### src/rtl/bidir_bus_ctrl.sv
// bidir_bus_ctrl
//   Half-duplex controller for a shared tristate data line. Owns the enable
//   of the external tristate buffer: drives accepted write words for a fixed
//   window, releases the line for a turnaround gap, and samples the line on
//   read requests.
//
//   Optional feature macro: BIDIR_PARITY_EN
//     defined   : bus carries WIDTH+1 bits, bit WIDTH is the even parity of
//                 the write word; rx_perr flags odd parity on captured words.
//     undefined : bus is WIDTH bits, rx_perr is tied 0.
//
//   Ports
//     clk       in   rising-edge clock
//     rst_n     in   asynchronous active-low reset
//     tx_valid  in   write word available
//     tx_data   in   write word [WIDTH]
//     tx_ready  out  write accepted when high with tx_valid (IDLE decode)
//     rx_req    in   level read request, held until rx_valid
//     rx_valid  out  one-cycle pulse, rx_data/rx_perr valid
//     rx_data   out  captured word [WIDTH]
//     rx_perr   out  parity error flag, qualified by rx_valid
//     bus_out   out  tristate buffer data input [BW]
//     bus_oe    out  tristate buffer enable
//     bus_in    in   resolved line value [BW]
module bidir_bus_ctrl #(
  parameter int WIDTH        = 8,
  parameter int DRIVE_CYCLES = 2,
  parameter int TURN_CYCLES  = 1,
  parameter int SAMPLE_DLY   = 2,
`ifdef BIDIR_PARITY_EN
  localparam int BW = WIDTH + 1
`else
  localparam int BW = WIDTH
`endif
) (
  input  logic             clk,
  input  logic             rst_n,
  input  logic             tx_valid,
  input  logic [WIDTH-1:0] tx_data,
  output logic             tx_ready,
  input  logic             rx_req,
  output logic             rx_valid,
  output logic [WIDTH-1:0] rx_data,
  output logic             rx_perr,
  output logic [BW-1:0]    bus_out,
  output logic             bus_oe,
  input  logic [BW-1:0]    bus_in
);

  localparam int MAXC_DT = (DRIVE_CYCLES > TURN_CYCLES) ? DRIVE_CYCLES : TURN_CYCLES;
  localparam int MAXC    = (MAXC_DT > SAMPLE_DLY) ? MAXC_DT : SAMPLE_DLY;
  // The counter is loaded with (cycles - 1) and counts down to zero.
  localparam int CW      = (MAXC > 1) ? $clog2(MAXC) : 1;

  typedef enum logic [1:0] {
    IDLE   = 2'd0,
    DRIVE  = 2'd1,
    TURN   = 2'd2,
    SAMPLE = 2'd3
  } state_t;

  state_t        state;
  logic [CW-1:0] cnt;

  assign tx_ready = (state == IDLE);

`ifndef BIDIR_PARITY_EN
  assign rx_perr = 1'b0;
`endif

  // bus_oe is a plain register with async clear, so reset releases the line
  // immediately even in the middle of a drive window.
  always_ff @(posedge clk or negedge rst_n) begin
    if (!rst_n) begin
      state    <= IDLE;
      cnt      <= '0;
      bus_oe   <= 1'b0;
      bus_out  <= '0;
      rx_valid <= 1'b0;
      rx_data  <= '0;
`ifdef BIDIR_PARITY_EN
      rx_perr  <= 1'b0;
`endif
    end else begin
      rx_valid <= 1'b0;
      case (state)
        IDLE: begin
          // Writes win over reads when both are pending.
          if (tx_valid) begin
`ifdef BIDIR_PARITY_EN
            bus_out <= {^tx_data, tx_data};
`else
            bus_out <= tx_data;
`endif
            bus_oe  <= 1'b1;
            cnt     <= CW'(DRIVE_CYCLES - 1);
            state   <= DRIVE;
          end else if (rx_req) begin
            cnt   <= CW'(SAMPLE_DLY - 1);
            state <= SAMPLE;
          end
        end
        DRIVE: begin
          if (cnt == '0) begin
            bus_oe <= 1'b0;
            cnt    <= CW'(TURN_CYCLES - 1);
            state  <= TURN;
          end else begin
            cnt <= cnt - CW'(1);
          end
        end
        TURN: begin
          if (cnt == '0) begin
            state <= IDLE;
          end else begin
            cnt <= cnt - CW'(1);
          end
        end
        SAMPLE: begin
          if (cnt == '0) begin
            rx_data  <= bus_in[WIDTH-1:0];
`ifdef BIDIR_PARITY_EN
            rx_perr  <= ^bus_in;
`endif
            rx_valid <= 1'b1;
            state    <= IDLE;
          end else begin
            cnt <= cnt - CW'(1);
          end
        end
        default: begin
          bus_oe <= 1'b0;
          state  <= IDLE;
        end
      endcase
    end
  end

endmodule

### config.mk
export PLATFORM = sky130hd
export DESIGN_NAME = bidir_bus_ctrl
export DESIGN_NICKNAME = d
export VERILOG_FILES = /design/src/rtl/bidir_bus_ctrl.sv
export SDC_FILE = /design/constraint.sdc
export NUM_CORES = 1
export LEC_CHECK = 0
export ABC_CLOCK_PERIOD_IN_PS = 1690
export CAP_MARGIN = 5
export CORE_MARGIN = 5
export CORE_UTILIZATION = 39
export CTS_CLUSTER_SIZE = 20
export DETAILED_ROUTE_END_ITERATION = 8
export PLACE_DENSITY = 0.77
export SLEW_MARGIN = 20
export SYNTH_ARGS = -nofsm -noshare
export SYNTH_HDL_FRONTEND = slang
export SYNTH_SLANG_ARGS = --single-unit
### constraint.sdc
create_clock -name clk -period 1.69 [get_ports clk]
set_input_delay 0.2535 -clock clk [delete_from_list [all_inputs] [get_ports clk]]
set_output_delay 0.2535 -clock clk [all_outputs]
set_load 0.05 [all_outputs]
# Yosys cells after proc, flatten, opt, wreduce, memory -nomap -nowiden
# Index checks and enable logic that the tools add are counted.
dict set report classes {
  add_sub_neg 1
  eq_ne 7
  muxes 14
  bitwise 1
  n_reduce_logical 8
}
# op n
set op_table {}
lappend op_table {{$mux 2} 4}
lappend op_table {{$mux 1} 7}
lappend op_table {{$ne 2x2->1 const B} 3}
lappend op_table {{$pmux 2 s3} 1}
lappend op_table {{$reduce_and 3->1} 2}
lappend op_table {{$eq 2x2->1 const B} 2}
lappend op_table {{$pmux 1 s2} 2}
lappend op_table {{$reduce_and 2->1} 2}
lappend op_table {{$ne 3x2->1 const B} 1}
lappend op_table {{$reduce_or 3->1} 1}
lappend op_table {{$eq 2x1->1 const B} 1}
lappend op_table {{$logic_not 2->1} 1}
lappend op_table {{$reduce_bool 2->1} 1}
lappend op_table {{$reduce_or 2->1} 1}
lappend op_table {{$not 1->1} 1}
lappend op_table {{$sub 1x1->1 const B} 1}
dict set report word_totals {
  register_bits 21
  out_inout_bits 20
  wordCells 37
}

# Longest topological paths before layout
dict set report depth {
  depth_word 4
  ltp_mapped 4
}

# Worst setup path after synthesis
# OpenSTA, ideal clock, no wires.
dict set report synth_timing {
  kind {register to register}
  startpoint {reg state[1]}
  endpoint {reg bus_out[0]}
  setup_ns 0.125
  t_arrival_ns 1.591
  required_ns 1.565
  setup_slack_ns -0.026
  path_stages_with_launch 5
  n_path_buf 1
  period_less_slack_ns 1.716
  path_cell_list {dfrtp_1 > nor2_2 > and2_4 > buf_6 > mux2_4}
}
dict set report synth_between {
  elab_chain_cells 2
}
# element line
set synth_lines {}
lappend synth_lines {{start, declared} 62} ;# state_t state;
lappend synth_lines {{start signal, assigned} 75} ;# state <= IDLE;
lappend synth_lines {{start signal, assigned} 97} ;# state <= DRIVE;
lappend synth_lines {{start signal, assigned} 100} ;# state <= SAMPLE;
lappend synth_lines {{$logic_not 2->1} n/a}
lappend synth_lines {{named net tx_ready} 40} ;# output logic tx_ready,
lappend synth_lines {{$reduce_and 2->1 (no line)} n/a}
lappend synth_lines {{end signal, assigned} 93} ;# bus_out <= tx_data;
lappend synth_lines {{end, declared} 45} ;# output logic [BW-1:0] bus_out,
# The timed path passes the listed nets, and every way through them passes these cells.
# A chain may end at the register's enable or synchronous reset.

# Final worst setup path
dict set report layout_timing {
  startpoint {reg state[1]}
  endpoint {out tx_ready}
}
dict set report layout_between {
  elab_chain_cells 1
}
# element line
set layout_lines {}
lappend layout_lines {{$logic_not 2->1} 65} ;# assign tx_ready = (state == IDLE);
lappend layout_lines {{end, declared} 40}
# Every way passes these cells.

==> results.py <==
metrics = {
    "outcome": {
        "outcome": "finished, final reports clean",
    },
    "floorplan": {
        "io_pins": 40,
        "initial_core_util_pct": 42.0,
        "die-width_um": 56.7,
        "die-area_sq_um": 3210,
        "coreArea_sq_um": 2020,
        "die_h_um": 56.7,
        "num_rows": 16,
    },
    "clock_network": {
        "cts_setup_buffers": 0,
        "cts_buffers": 3,
        "ctsHoldBuffers": 0,
        "ctsResizeCount": 0,
        "clkTransAtPathRegs_ns": 0.11,
        "htree_levels": 1,
        "clockRootBuffer": "clkbuf_4",
        "insertion_delay_ns": 0.30,
        "cts_tree": "yes",
        "cts_sinks": 21,
        "clockBufferDepth": 2,
    },
    "worst_setup_path": {
        "arrival_ns": 1.12,
        "critPathLaunchType": "flop",
        "critical_path_class": "flop to output pin",
        "worstPathMaxFanout": 6,
        "endpoint_kind": "output pin",
        "required_ns": 1.44,
    },
    "yosys": {
        "synth_xor_area_share_pct": 0,
        "synth-simple-area-share_pct": 5.15,
        "seq_area_frac_synth_pct": 61.9,
        "synth.top_cell.area_share_pct": 61.9,
        "synth_mux_area_share_pct": 24.7,
        "yosys_register_bits": 21,
        "synthDistinctLibCells": 15,
        "synth_compound_area_share_pct": 4.71,
        "synthTopCellsByArea": "dfrtp_1 62%, mux2_4 14%, mux2_2 11%",
        "synth_top_family_by_area": "multiplexers",
        "synth_top_area_cell": "dfrtp_1",
        "synth_area_sq_um": 850,
        "synthCells": 56,
        "synth-adder-area-share_pct": 0,
        "syn_area_per_cell_sq_um": 15.2,
        "syn_nets": 76,
        "synth_warnings": 0,
    },
    "placement": {
        "pre_cts_ws_ns": 0.178,
        "portBuffers": 38,
        "gp_congestion": 0.768,
        "dp_hpwl_um": 1290,
    },
    "timing": {
        "setup_ws_ns": 0.316,
        "finClkSkew_ns": 0.000528,
        "finalSetupViolations": 0,
        "fmaxAchievable_mhz": 728,
        "hold_viol": 0,
        "finalSetupTns_ns": 0,
        "finalMaxSlewViolations": 0,
        "rsz0062_at_grt": "no",
        "fin_crit_sh_pct": 81.3,
        "fin_crit_ns": 1.37,
    },
    "route": {
        "ant_nets": 0,
        "post_drt_wl_per_cell_um": 13.7,
        "vias_per_cell": 4.68,
        "firstDrtPassIters": 4,
        "drcViolationCount": 0,
        "drt-total-wl_um": 1700,
        "vias": 580,
        "drt_iter0_markers": 13,
    },
    "global_routing": {
        "grtUsageTotal_pct": 11.2,
        "grt_pass1_wl_um": 2810,
        "antenna_found_initial": 0,
        "grt_overflow_total": 0,
        "grt_max_degree": 22,
        "grt_pass1_vias": 578,
    },
    "layout": {
        "nets": 118,
        "antenna_cells": 0,
        "drive_gt1_share_pct": 44.3,
        "syn2layout_area_growth_pct": 47.0,
        "nFillCells": 165,
    },
    "run": {
        "cap_violations": 0,
    },
    "hold_path": {
        "hp-class": "primary input to async pin",
    },
}
==> registers in the layout (all words and copies together) (netlist names) <==
name	cells
bus_out	8
state	2
cnt	1
rx_data	8
bus_oe	1
rx_valid	1
==> cells in the mapped netlist <==
cell type / number
nor2_2: 1
mux2_2: 8
a21oi_1: 1
o21ai_0: 5
nand3b_2: 1
conb_1: 1
nor2b_1: 1
buf_6: 1
buf_4: 1
o31a_2: 1
and2_4: 1
mux2_4: 8
inv_1: 2
dfrtp_1: 21
nand2_1: 3
==> path summary, 6_finish.rpt <==
kind / startpoint / end / slack [ns] / cells after the start
max: state[1] / tx_ready / 0.32 / 2
min: rst_n / rx_data[1] / 0.29 / 2
max reg2reg: state[1] / bus_out[0] / 0.34 / 3
min reg2reg: rx_data[4] / rx_data[4] / 0.52 / 1
max in group asynchronous: rst_n / rx_data[6] / 1.20 / 2
min in group clk: rx_data[4] / rx_data[4] / 0.52 / 1
==> kinds of logic (layout without fill, tap and decap cells) <==
group | after synthesis | count (layout)
multiplexers | 16 | 16
AO/OA/AOI/OAI | 7 | 7
other | 1 | 1
buffers and inverters | 4 | 45
flip-flops | 21 | 21
AND/OR/NAND/NOR | 7 | 7
==> layer usage <==
metal  routed length (um)  share of wire, %  track usage, %  vias up
met4                   21               1.2            4.07        0
met3                  198                12            5.28        4
met2                  732                43            17.0       30
met5                    0                 0               0        -
li1                     -                 -               -      272
met1                  748                44            13.8      274
==> cells in the final DEF, fill, tap and decap left out, drive strengths merged <==
master / Yosys / routed
clkdlybuf4s50: 0 / 19
o21ai: 5 / 5
nand3b: 1 / 1
conb: 1 / 1
and2: 1 / 1
nor2b: 1 / 1
nor2: 1 / 1
mux2: 16 / 16
buf: 2 / 20
dfrtp: 21 / 21
o31a: 1 / 1
clkbuf: 0 / 4
inv: 2 / 2
nand2: 3 / 3
a21oi: 1 / 1
==> per-stage QoR <==
| step | hold slack [ns] | cell area [sq um] | util [%] | std cells |
|---|---|---|---|---|
| floorplan | -0.0421 | 855 | - | 56 |
| global placement | 0.491 | 1220 | 60.5 | 120 |
| detailed placement | 0.493 | 1220 | 60.5 | 120 |
| CTS | 0.285 | 1250 | 61.8 | 124 |
| global route | 0.304 | 1250 | 61.8 | 124 |
| finish | 0.285 | 1250 | 61.8 | 124 |
==> area by class of cell <==
| cell class | instances | area [sq um] | share of cell area (%) |
|---|---|---|---|
| clock buffer | 4 | 26.3 | 2.10 |
| sequential | 21 | 526 | 42.1 |
| tap | 27 | 33.8 | 2.71 |
| multi-input combinational | 31 | 303 | 24.2 |
| timing repair buffer | 39 | 353 | 28.3 |
| inverter | 2 | 7.51 | 0.601 |
==> worst max-delay path, cell delays in order, from the launching register on <==
cell	delay [ns]
dfrtp_1	0.48
nor2_4	0.19
buf_12	0.15
Power is not shown: default switching activity piles up to over one toggle a cycle in this logic, so the estimate is an artifact.
